## src/rtl/shift_add_mul16.sv

```systemverilog
// shift_add_mul16: sequential 16x16 unsigned shift-add multiplier.
//
// Operands are accepted over a valid/ready handshake. The multiplier then runs 16
// shift-add steps through a single combinational adder. The 32-bit product is
// presented over a valid/ready handshake.
//
// Ports:
//   clk_i        clock; all state updates on the rising edge
//   rst_i        synchronous, active-high reset
//   in_valid_i   operand pair valid
//   in_ready_o   block can accept operands (IDLE and not in reset)
//   a_i          multiplicand
//   b_i          multiplier
//   out_valid_o  product valid (DONE state)
//   out_ready_i  consumer accepts product
//   product_o    unsigned a*b, meaningful while out_valid_o is high
//   busy_o       high in RUN or DONE
//
// The file also holds the 16-bit combinational adder the multiplier consumes
// (a, b -> sum, carry; carry-in fixed 0), so the block is self-contained.

module adder #(
    parameter int unsigned WIDTH = 16
) (
    input  logic [WIDTH-1:0] a_i,
    input  logic [WIDTH-1:0] b_i,
    output logic [WIDTH-1:0] sum_o,
    output logic             carry_o
);

    assign {carry_o, sum_o} = {1'b0, a_i} + {1'b0, b_i};

endmodule

module shift_add_mul16 #(
    parameter int unsigned WIDTH = 16,
    parameter int unsigned CNT_W = 5
) (
    input  logic               clk_i,
    input  logic               rst_i,
    input  logic               in_valid_i,
    output logic               in_ready_o,
    input  logic [WIDTH-1:0]   a_i,
    input  logic [WIDTH-1:0]   b_i,
    output logic               out_valid_o,
    input  logic               out_ready_i,
    output logic [2*WIDTH-1:0] product_o,
    output logic               busy_o
);

    typedef enum logic [1:0] {
        StIdle,
        StRun,
        StDone
    } state_e;

    state_e           state_q, state_d;
    logic [WIDTH-1:0] m_q, m_d;     // multiplicand
    logic [WIDTH-1:0] acc_q, acc_d; // upper product half (A)
    logic [WIDTH-1:0] q_q, q_d;     // multiplier, shifted into lower product half (Q)
    logic [CNT_W-1:0] cnt_q, cnt_d;

    logic [WIDTH-1:0] add_b;
    logic [WIDTH-1:0] add_sum;
    logic             add_carry;

    // Add M only when the current multiplier LSB is set.
    assign add_b = q_q[0] ? m_q : '0;

    adder #(
        .WIDTH (WIDTH)
    ) u_adder (
        .a_i     (acc_q),
        .b_i     (add_b),
        .sum_o   (add_sum),
        .carry_o (add_carry)
    );

    always_comb begin
        state_d = state_q;
        m_d     = m_q;
        acc_d   = acc_q;
        q_d     = q_q;
        cnt_d   = cnt_q;
        unique case (state_q)
            StIdle: begin
                if (in_valid_i) begin
                    m_d     = a_i;
                    q_d     = b_i;
                    acc_d   = '0;
                    cnt_d   = '0;
                    state_d = StRun;
                end
            end
            StRun: begin
                // The carry becomes the new MSB of A; the sum LSB shifts into Q.
                acc_d = {add_carry, add_sum[WIDTH-1:1]};
                q_d   = {add_sum[0], q_q[WIDTH-1:1]};
                cnt_d = cnt_q + CNT_W'(1);
                if (cnt_q == CNT_W'(WIDTH - 1)) begin
                    state_d = StDone;
                end
            end
            StDone: begin
                if (out_ready_i) begin
                    state_d = StIdle;
                end
            end
            default: state_d = StIdle;
        endcase
    end

    always_ff @(posedge clk_i) begin
        if (rst_i) begin
            state_q <= StIdle;
            m_q     <= '0;
            acc_q   <= '0;
            q_q     <= '0;
            cnt_q   <= '0;
        end else begin
            state_q <= state_d;
            m_q     <= m_d;
            acc_q   <= acc_d;
            q_q     <= q_d;
            cnt_q   <= cnt_d;
        end
    end

    // The reset term keeps in_ready low while rst_i is high, even in IDLE.
    assign in_ready_o  = (state_q == StIdle) && !rst_i;
    assign busy_o      = (state_q != StIdle);
    assign out_valid_o = (state_q == StDone);
    assign product_o   = {acc_q, q_q};

endmodule
```

## config.mk

```make
export PLATFORM = sky130hd
export DESIGN_NAME = shift_add_mul16
export DESIGN_NICKNAME = d
export VERILOG_FILES = /design/src/rtl/shift_add_mul16.sv
export SDC_FILE = /design/constraint.sdc
export NUM_CORES = 1
export LEC_CHECK = 0
export CAP_MARGIN = 10
export CORE_ASPECT_RATIO = 1.5
export CORE_UTILIZATION = 47
export CTS_CLUSTER_SIZE = 8
export DETAILED_ROUTE_END_ITERATION = 6
export PLACE_DENSITY_LB_ADDON = 0.05
export SYNTH_ARGS = -nofsm -noshare
export SYNTH_HDL_FRONTEND = slang
export SYNTH_HIERARCHICAL = 1
export SYNTH_SLANG_ARGS = --single-unit
```

## constraint.sdc

```tcl
create_clock -name clk_i -period 4.93 [get_ports clk_i]
set_input_delay 0.7395 -clock clk_i [delete_from_list [all_inputs] [get_ports clk_i]]
set_output_delay 0.7395 -clock clk_i [all_outputs]
set_load 0.02 [all_outputs]
```

; Word level (Yosys, flattened, before mapping)
; Index checks and enable logic that the tools add are counted.
[op_classes]
eq_ne = 6
add_sub_neg = 2
reduce_logical = 8
n_mux = 11
[op_table]
columns = cell, n
row1 = 16-bit one-hot mux with 2 select lines, 2
row2 = 16-bit two-way mux, 3
row3 = 16-bit by 16-bit adder with 17-bit output, 1
row4 = 5-bit one-hot mux with 2 select lines, 1
row5 = 2-bit two-way mux, 3
row6 = 2-bit one-hot mux with 3 select lines, 1
row7 = "5-bit by 1-bit adder with 5-bit output, second input constant", 1
row8 = "5-bit by 4-bit == test with 1-bit output, second input constant", 1
row9 = 5-bit two-way mux, 1
row10 = "2-bit inequality test, second input constant", 2
row11 = 2-bit AND reduction, 2
row12 = 2-bit nonzero test, 2
row13 = 3-bit AND reduction, 1
row14 = "2-bit by 1-bit == test with 1-bit output, second input constant", 1
row15 = "2-bit == test, second input constant", 1
row16 = 2-bit logical NOT, 1
row17 = "2-bit by 1-bit inequality test with 1-bit output, second input constant", 1
row18 = 1-bit logical AND, 1
row19 = 1-bit logical NOT, 1
[word_totals]
reg_bits = 55

; Depth between registers and ports, before layout
; Gate-level depths: netlist of run 1.
[logic_depth]
ltp_word = 3
ltp_mapped = 11
mapped_depth_nobuf = 10

; By module
; Netlist of run 1, hierarchy kept.
[by_module_without_submodules]
columns = mod, area_per_inst_um2, cells_per_inst, instances, seq_area_each_um2
row1 = shift_add_mul16, 2314.7, 289, 1, 1101.1
row2 = adder, 744.5, 97, 1, 0.0

; Worst setup path after synthesis of run 1
; Ideal clock, no wire load.
[synth_timing]
path_kind = register -> register
start = register q_q[0]
end = register acc_q[11]
path_slack_ps = 2562
setup_ps = 70
required_time_ps = 4860
period_less_slack_ps = 2368
stages_incl_launch_ff = 11
t_arrival_ps = 2298
cell_sequence = dfxtp_1 and2_1 ha_1 fa_1 a21o_4 a311oi_2 o31ai_2 a21oi_2 xnor2_1 nand2_1 a21oi_1
[synth_between]
elab_chain_len = 3
[synth_rtl]
columns = item, line
row1 = from (decl), 60  ; logic [WIDTH-1:0] q_q, q_d;
row2 = from (signal assigned), 124  ; q_q <= q_d;
row3 = 16-bit two-way mux, 68  ; assign add_b = q_q[0] ? m_q : '0;
row4 = named net add_b[0], 63  ; logic [WIDTH-1:0] add_b;
row5 = 16-bit by 16-bit adder with 17-bit output, 31  ; assign {carry_o, sum_o} = {1'b0, a_i} + {1'b0, b_i};
row6 = named net add_sum[12], 64  ; logic [WIDTH-1:0] add_sum;
row7 = 16-bit one-hot mux with 2 select lines, 85  ; unique case (state_q)
row8 = to (signal assigned), 117  ; acc_q <= '0;
row9 = to (signal assigned), 123  ; acc_q <= acc_d;
row10 = to (decl), 59  ; logic [WIDTH-1:0] acc_q, acc_d;
; The timed path passes the listed nets, and every way through them passes these cells.
; A chain may end at the register's enable or synchronous reset.

; Final worst setup path of run 1
[layout_timing]
start = input rst_i
end = output in_ready_o
[layout_between]
elab_chain_len = 2
[layout_rtl]
columns = item, line
row1 = from (decl), 40  ; input logic rst_i,
row2 = 1-bit logical NOT, 130  ; assign in_ready_o = (state_q == StIdle) && !rst_i;
row3 = 1-bit logical AND, 130
row4 = to (decl), 42  ; output logic in_ready_o,
; Every way passes these cells.

==> impl_metrics.yaml, run 1 <==
logic_synthesis:
  yosys_warnings: 6
  yosysMostFrequentCell: "nand2_1"
  netlist-cell-type-count: 48
  synth_edf_count: 0
  synth-seq-cells: 55
  syn_nets: 441
  ys_seq_area_frac: 0.360
  post_synth.cell_area_avg_um2: 7.93
  synth_ff_type: "dfxtp_1"
  synth_top_area_frac: 0.360
  synth_area_leaders: "dfxtp_1 (36%), a21oi_1 (10%), nand2_1 (9.1%)"
  ys_async_sr_fraction: 0
  synth_commonest_cells: "nand2_1 (74), a21oi_1 (61), dfxtp_1 (55)"
  netlist.top_cell.by_area: "dfxtp_1"
  synth_area_um2: 3060
  synth_cells: 386
power_and_ir_drop:
  leakagePower_nw: 1.56
  power.total_mw: 0.956
  irDropWorstVdd_mv: 0.185
  powerDensity_nw_per_um2: 250
route:
  routed_wirelength_um: 7360
  via_per_inst: 5.59
  via_count: 2872
  ant_nets: 0
  wl_per_cell_um: 14.3
  drc: 0
  drt_iter0_markers: 184
  dr.pass1.iters: 5
setup_path:
  endpoint: "in_ready_o"
  rr_endpoint: "acc_q[11]"
  startpoint_type: "primary input"
  required_ns: 4.19
  cp_slowest_cell: "clkdlybuf4s50_1"
  r2r_setup_slack_ns: 2.19
  worstPathArrival_ns: 2.00
  cp_cell_sequence: "buf_2 -> buf_4 -> nor2_1 -> clkdlybuf4s50_1"
  crit_cells: 4
  worst-setup-path-type: "primary input to output port"
  crit_family: "buffers and inverters"
  path_buf_inv: 3
  reg2reg_from: "q_q[0]"
  critPathMaxFanout: 56
  ff2ff_path_depth: 10
  end_kind: "output port"
  critical-path-max-stage-delay_ns: 0.56
  startpoint: "rst_i"
clock_tree:
  ctsHoldBuffers: 0
  numClockSinks: 55
  cts-root-buf: "clkbuf_8"
  clock_latency_ns: 0.30
  postCtsSetupBuffers: 0
  cts_tree: "done"
  ctsResizeCount: 0
  cts_buffers: 5
  cts_htree_levels: 2
  clockBufferDepth: 2
  cts.clk_slew.worst_paths_ns: 0.09
timing:
  worstMarginPinSlew_ns: 1.10
  slew_viol_final: 0
  worst_hold_slack_ns: 0.453
  skew_ns: 0.00544
  rsz0062_at_grt: "false"
  slew_headroom: 0.265
  max_freq_ghz: 0.365
  post-route-min-period_ns: 2.74
  setup-violations-final: 0
  fin_setup_tns_ns: 0
  hold_violations: 0
  fin_crit_sh: 0.556
floorplanning:
  die_x_um: 67.9
  die-area_um2: 6840
  ios: 71
  core-area_um2: 6220
  rows: 35
  fp.dieH_um: 101
  start_util: 0.492
global_route:
  grt_usage: 0.229
  antenna_found_initial: 0
  grt_pass1_wl_um: 12100
  grt_overflow: 0
  grt_max_degree: 57
  grt_pass1_vias: 2705
final_layout:
  antenna_cells: 0
  final_util: 0.614
  syn_to_final_growth_pct: 24.7
  fin_nets: 495
  drive_gt1_frac: 0.0523
  finalNonFillerCells: 514
place:
  portBuffers: 70
  hpwlAfterDp_um: 5010
  dp.cells: 507
  gp_congestion: 0.878
flow_run:
  drv_cap: 0
hold_path:
  hp-class: "register to register"
run_status:
  run_status: "completed"
## worst min path at each step
stage,start,to,slack [ns],cells past startpoint
3_5_place_dp,m_q[15],m_q[15],0.44,2
4_1_cts,m_q[15],m_q[15],0.46,2
3_3_place_gp,m_q[9],m_q[9],0.44,2
6_report,m_q[15],m_q[15],0.45,2
5_1_grt,m_q[9],m_q[9],0.49,2
2_1_floorplan,m_q[0],m_q[0],0.43,2
## cells by family (layout without fill, tap and decap cells)
kind of cell	after synthesis	count (layout)	share of synthesized area
flops	55	55	0.360
simple gates	157	157	0.233
buf+inv	30	84	0.0569
compound gates	112	112	0.233
fa+ha+maj	19	19	0.0802
xor+xnor	13	13	0.0372
## area by class of cell
cell class,instances,area [µm²]
clock inverters,1,30.0
multi-input cells,301,1790
fillers,599,2400
flip-flops and latches,55,1100
repair buffers,73,718
well taps,74,92.6
clock buffers,6,72.6
inverters,4,15.0
## registers in the layout (all words and copies together), names as in the netlist
signal / count
acc_q: 16
cnt_q: 5
state_q: 2
q_q: 16
m_q: 16
## stage by stage
| step | area (µm²) | setup slack, ns |
|---|---|---|
| floorplan | 3060 | 2.56 |
| global placement | 3710 | 2.22 |
| detailed placement | 3710 | 2.19 |
| CTS | 3820 | 2.19 |
| global route | 3820 | 1.94 |
| finish | 3820 | 2.19 |
## placed cells by master, fill, tap and decap left out, types with 3 or more instances in the layout
cell type,n
nand2_1,74
clkdlybuf4s50_1,69
a21oi_1,61
dfxtp_1,55
nand3_1,26
nor2_1,25
ha_1,18
a211oi_1,17
and2_1,16
xnor2_1,7
xor2_1,6
clkbuf_8,5
inv_1,4
o21a_1,4
o21ai_0,4
o22ai_1,4
buf_4,3
a21o_1,3
## power by group
group | switching (mW) | internal [mW] | total [mW] | leakage, nW
Sequential | 0.0194 | 0.468 | 0.487 | 0.450
Combinational | 0.0954 | 0.0797 | 0.175 | 1.06
Clock | 0.145 | 0.149 | 0.294 | 0.0513
## worst min-delay path: cells and delay by family, from the launching register on
| family | cells | cell delay [ns] |
|---|---|---|
| AO/OA/AOI/OAI | 1 | 0.05 |
| flip-flops | 1 | 0.32 |
| AND/OR/NAND/NOR | 1 | 0.05 |
## metal layers
metal	GRT usage	wire length, µm	up-vias
li1	-	-	1444
met5	0	0	-
met1	0.264	3160	1343
met4	0.0769	129	0
met2	0.410	3780	73
met3	0.0430	294	12
Note: power is estimated with default switching activity, not from simulation.
==> run 2: changes to the inputs <==
--- a/config.mk
+++ b/config.mk
@@ -7,7 +7,7 @@
 export LEC_CHECK = 0
 export CAP_MARGIN = 10
 export CORE_ASPECT_RATIO = 1.5
-export CORE_UTILIZATION = 47
+export CORE_UTILIZATION = 45
 export CTS_CLUSTER_SIZE = 8
 export DETAILED_ROUTE_END_ITERATION = 6
 export PLACE_DENSITY_LB_ADDON = 0.05
==> constraint.sdc (replaced) <==
create_clock -name clk_i -period 2.27 [get_ports clk_i]
set_input_delay 0.3405 -clock clk_i [delete_from_list [all_inputs] [get_ports clk_i]]
set_output_delay 0.3405 -clock clk_i [all_outputs]
set_load 0.02 [all_outputs]
==> run 2 against run 1 <==
Effect of this change: hold slack better by 0.0032 ns; combinational power rose by 140%; critical path depth grew 6; critical endpoint is now acc_q[11]; sequential power up 120%; final area is 7.0% higher; sequential share of layout area decreased by 1.9 points; sequential cell count unchanged; clock skew rose by 0.0024 ns; cell count up 4.5%; clock power rose by 87%; non-clock buffer count grew 20.
==> impl_metrics.yaml, run 2 (synthesis gave the netlist of run 1 again) <==
global_route:
  grt_pass1_wl_um: 13000
  grt_usage: 0.228
  antenna_found_initial: 0
  grt_pass1_vias: 2909
  grt_max_degree: 56
  grt_overflow: 0
setup_path:
  crit_family: "compound AO/OA/AOI/OAI gates"
  critical-path-max-stage-delay_ns: 0.35
  reg2reg_from: "q_q[0]"
  path_buf_inv: 0
  cp_cell_sequence: "and2_4 -> ha_4 -> fa_2 -> a21o_4 -> a311oi_4 -> o31ai_2 -> a21oi_2 -> xnor2_1 -> nand2_1 -> a21oi_1"
  required_ns: 2.52
  startpoint: "q_q[0]"
  worstPathArrival_ns: 2.47
  cp_slowest_cell: "fa_2"
  end_kind: "register"
  critPathMaxFanout: 4
  startpoint_type: "register"
  worst-setup-path-type: "register to register"
final_layout:
  largestRegisters: "acc_q (16), m_q (16), q_q (16)"
  finalNonFillerCells: 537
  antenna_cells: 0
  syn_to_final_growth_pct: 33.5
  fin_nets: 515
  mostFrequentLayoutCells: "nand2_1 (74), clkdlybuf4s50_1 (69), a21oi_1 (57)"
  final_common_cell: "nand2_1"
  drive_gt1_frac: 0.134
floorplanning:
  rows: 36
  die-area_um2: 7140
  ios: 71
  start_util: 0.468
  die_x_um: 69.3
  core-area_um2: 6530
  fp.dieH_um: 103
hold_path:
  hp-class: "register to register"
  worstHoldStart: "m_q[15]"
route:
  wl_met3_um: 280
  wl_met1_um: 3180
  dr.pass1.iters: 4
  via_per_inst: 5.56
  drc: 0
  via_count: 2985
  drt_iter0_markers: 109
  wl_per_cell_um: 14.8
  wl_met2_um: 4370
  routed.top_layer: "met4"
  routed_wirelength_um: 7950
  ant_nets: 0
flow_run:
  drv_cap: 0
clock_tree:
  cts.clk_slew.worst_paths_ns: 0.10
  cts_buffers: 5
  cts-root-buf: "clkbuf_8"
  numClockSinks: 55
  cts_tree: "done"
  cts_htree_levels: 2
  clockBufferDepth: 2
  clock_latency_ns: 0.32
  ctsHoldBuffers: 0
timing:
  post-route-min-period_ns: 2.22
  worstMarginPinSlew_ns: 0.597
  slew_viol_final: 0
  hold_violations: 0
  skew_ns: 0.00785
  rsz0062_at_grt: "true"
  setup-violations-final: 0
  slew_headroom: 0.602
  fin_crit_sh: 0.978
  max_freq_ghz: 0.450
  worst_hold_slack_ns: 0.457
power_and_ir_drop:
  internal-power_mw: 1.43
  irDropWorstVdd_mv: 0.281
  pwr-share-seq: 0.522
  swShare: 0.293
  pwr-share-clk: 0.273
  powerDensity_nw_per_um2: 494
  p_comb_frac: 0.206
  leakagePower_nw: 1.65
  p_switching_mw: 0.592
place:
  gp_congestion: 0.862
  hpwlAfterDp_um: 5510
  portBuffers: 70
  dp.cells: 528
run_status:
  run_status: "completed"
-- run 2: cell types whose count changed in the layout (fill, tap and decap cells not counted), moves of 2 or more --
cell	previous run	this run
a21oi_1	61	57
ha_2	0	2
buf_4	3	23
ha_4	0	6
ha_1	18	10
a21oi_2	1	5
nor2_1	25	23
-- run 2: final timing paths --
check / to / slack (ns) / cells past startpoint
worst min register to register: m_q[15] / 0.46 / 2
worst max-delay path: acc_q[11] / 0.05 / 10
worst min-delay path: m_q[15] / 0.46 / 2
worst max register to register: acc_q[11] / 0.05 / 10
-- run 2: repair_timing --
item / 4_1_cts / 5_1_grt
setup buffers: 0 / 1
endpoints found under the setup margin: 2 / 9
pin swaps: 1 / 5
gates resized for setup: 3 / 20
-- run 2: power groups by stage --
stage	logic [mW]	clock network [mW]	registers [mW]
after detailed placement	0.413	0	1.07
after floorplan	0.207	0	1.10
final	0.416	0.550	1.05
after CTS	0.415	0.562	1.05
after global routing	0.457	0.608	1.06
after global placement	0.412	0	1.07
-- run 2: final cells by class --
cell class / count / area [µm²]
clock buffer: 6 / 72.6
clock inverter: 2 / 12.5
fill: 599 / 2450
multi-input combinational: 301 / 1920
tap: 76 / 95.1
sequential: 55 / 1100
inverter: 4 / 15.0
timing repair buffer: 93 / 868
-- run 2: stage by stage --
stage               power [mW]  area (µm²)   util  worst slack [ns]  setup TNS (ns)
floorplan                 1.31        3060      -            0.0285               0
global placement          1.49        3860  0.591            0.0304               0
detailed placement        1.49        3860  0.591          -0.00728        -0.00728
CTS                       2.03        3960  0.606            0.0410               0
global route              2.13        4080  0.625           -0.0748          -0.187
finish                    2.02        4080  0.625            0.0489               0
-- run 2: per-layer routing --
metal / vias to the layer above / track usage
met5: - / 0
met4: 0 / 0.0754
met3: 9 / 0.0332
met2: 66 / 0.455
met1: 1418 / 0.242
li1: 1492 / -
-- run 2: tightest hold or removal path: stages (launching register included) --
cell and delay (ns):
dfxtp_1 0.32, nand2_1 0.05, a21oi_1 0.05
==> run 3: changes to the inputs <==
--- a/config.mk
+++ b/config.mk
@@ -6,12 +6,11 @@
 export NUM_CORES = 1
 export LEC_CHECK = 0
 export CAP_MARGIN = 10
-export CORE_ASPECT_RATIO = 1.5
+export CORE_ASPECT_RATIO = 1.1
 export CORE_UTILIZATION = 45
 export CTS_CLUSTER_SIZE = 8
 export DETAILED_ROUTE_END_ITERATION = 6
 export PLACE_DENSITY_LB_ADDON = 0.05
 export SYNTH_ARGS = -nofsm -noshare
 export SYNTH_HDL_FRONTEND = slang
-export SYNTH_HIERARCHICAL = 1
 export SYNTH_SLANG_ARGS = --single-unit
==> run 3 against run 2 <==
Effect of this change: total power is 6.6% higher; highest routed layer unchanged; critical path depth shrank 2; largest cell class unchanged; utilization rose by 2.1 points; hold slack worse by 0.067 ns; final area rose by 4.4%; non-clock buffer count grew 4.
==> impl_metrics.yaml, run 3 <==
run_status:
  run_status: "completed"
floorplanning:
  ios: 71
  die-area_um2: 7170
  rows: 31
  core-area_um2: 6590
  start_util: 0.467
  die_x_um: 80.8
  fp.dieH_um: 88.7
timing:
  setup_ws_ns: 0.0263
  post-route-min-period_ns: 2.24
  fin_crit_sh: 0.988
  rsz0062_at_grt: "true"
  fin_setup_tns_ns: 0
  worstMarginPinSlew_ns: 0.559
  slew_viol_final: 0
  max_freq_ghz: 0.446
  setup-violations-final: 0
  slew_headroom: 0.625
  skew_ns: 0.00196
  hold_violations: 0
setup_path:
  startpoint_type: "register"
  end_kind: "register"
  crit_family: "simple AND/OR/NAND/NOR gates"
  reg2reg_from: "q_q[0]"
  path_buf_inv: 1
  startpoint: "q_q[0]"
  required_ns: 2.48
  rr_endpoint: "acc_q[13]"
  cp_cell_sequence: "buf_4 -> and2_4 -> ha_4 -> nor2b_4 -> o31ai_4 -> a211oi_2 -> or4_1 -> a32o_1"
  critPathMaxFanout: 4
  endpoint: "acc_q[13]"
  worst-setup-path-type: "register to register"
  r2r_setup_slack_ns: 0.03
  crit_cells: 8
  worstPathArrival_ns: 2.45
  critical-path-max-stage-delay_ns: 0.51
  cp_slowest_cell: "or4_1"
  ff2ff_path_depth: 8
clock_tree:
  clockBufferDepth: 2
  cts_buffers: 5
  cts-root-buf: "clkbuf_8"
  cts.clk_slew.worst_paths_ns: 0.10
  clock_latency_ns: 0.30
  cts_htree_levels: 2
  cts_tree: "done"
  numClockSinks: 55
  ctsHoldBuffers: 0
final_layout:
  seqCellArea_um2: 1100
  antenna_cells: 0
  final_common_cell: "nand2_1"
  syn_to_final_growth_pct: 38.6
  final_util: 0.646
  stdcell_area_um2: 4260
  fin_nets: 534
  fillers: 634
  mostFrequentLayoutCells: "nand2_1 (82), clkdlybuf4s50_1 (69), dfxtp_1 (54)"
  multi_input_area_um2: 2000
  finalNonFillerCells: 562
  largestRegisters: "acc_q (16), m_q (16), q_q (16)"
  drive_gt1_frac: 0.140
hold_path:
  hp-class: "primary input to register"
logic_synthesis:
  netlist-cell-type-count: 47
  synth-seq-cells: 55
  ys_async_sr_fraction: 0
  yosysMostFrequentCell: "nand2_1"
  syn_nets: 453
  synth_area_leaders: "dfxtp_1 (36%), nand2_1 (10%), a21oi_1 (7.3%)"
  synth_edf_count: 0
  synth_commonest_cells: "nand2_1 (82), dfxtp_1 (55), a21oi_1 (45)"
  synth_top_area_frac: 0.358
  synth_cells: 398
  synth_ff_type: "dfxtp_1"
  synth_area_um2: 3080
  netlist.top_cell.by_area: "dfxtp_1"
  post_synth.cell_area_avg_um2: 7.73
  yosys_warnings: 0
  ys_seq_area_frac: 0.358
power_and_ir_drop:
  powerDensity_nw_per_um2: 505
  leakagePower_nw: 1.65
  irDropWorstVdd_mv: 0.334
place:
  dp.cells: 548
  portBuffers: 70
  hpwlAfterDp_um: 5920
  gp_congestion: 0.895
  place_ws_ns: 0.00797
  dpl_cell_area_um2: 3930
route:
  via_count: 3133
  wl_per_cell_um: 14.8
  drt_iter0_markers: 126
  routed_wirelength_um: 8330
  drc: 0
  via_per_inst: 5.57
  dr.pass1.iters: 4
  ant_nets: 0
global_route:
  grt_max_degree: 46
  antenna_found_initial: 0
  grt_pass1_vias: 2802
  grt_usage: 0.234
  grt_pass1_wl_um: 13100
  grt_overflow: 0
flow_run:
  drv_cap: 0
-- run 3: cell count changes in the layout (fill, tap and decap cells not counted), sizes merged, moves of 5 or more --
cell and change:
a311oi +15, a21oi -15, xnor2 -7, nor2 +15, a211oi -15, o21ai +15
nand3 -15, nand2 +8, o22ai -5
-- run 3: worst reg2reg max path: stages (launching register included) --
cell and delay, ns:
dfxtp_4 0.37, buf_4 0.13, and2_4 0.16, ha_4 0.21, nor2b_4 0.13, o31ai_4 0.27, a211oi_2 0.13, or4_1 0.51
a32o_1 0.23
-- run 3: worst min-delay path by stage --
stage | to | startpoint | cells past startpoint
2_1_floorplan | cnt_q[3] | cnt_q[3] | 1
3_3_place_gp | m_q[3] | m_q[3] | 2
3_5_place_dp | m_q[0] | m_q[0] | 2
4_1_cts | acc_q[5] | rst_i | 2
5_1_grt | acc_q[2] | rst_i | 2
6_report | acc_q[2] | rst_i | 2
-- run 3: logic make-up after synthesis --
kind of cell	synth area share
flops	0.358
fa+ha+maj	0.0797
mux	0.00651
compound gates	0.237
simple gates	0.270
buf+inv	0.0431
xor+xnor	0.00569
-- run 3: cell type report --
type / instances / area share
Multi-Input combinational cell: 313 / 0.469
Timing Repair Buffer: 97 / 0.214
Sequential cell: 55 / 0.259
Clock inverter: 2 / 0.00822
Tap cell: 82 / 0.0241
Clock buffer: 6 / 0.0194
Inverter: 7 / 0.00616
-- run 3: timing repair --
action                                  CTS  global route
setup buffers                             3             3
pin swaps                                 3            10
resized for setup                        10            19
endpoints found under the setup margin    1             8
-- run 3: per-layer routing --
layer / up-vias / global-route usage / wire length [µm]
li1: 1567 / - / -
met1: 1489 / 0.300 / 3790
met2: 64 / 0.397 / 4100
met3: 13 / 0.0412 / 297
met4: 0 / 0.0747 / 141
met5: - / 0 / 0
-- run 3: through the flow --
step,power [mW],hold slack [ns]
after CTS,2.17,0.384
final,2.15,0.390
after detailed placement,1.47,0.442
after global routing,2.25,0.404
after floorplan,1.28,0.429
after global placement,1.47,0.439
-- run 3: power breakdown --
part | internal [mW] | total (mW) | switching [mW]
sequential | 1.02 | 1.05 | 0.0372
clock | 0.358 | 0.682 | 0.324
combinational | 0.199 | 0.417 | 0.217
total | 1.57 | 2.15 | 0.579
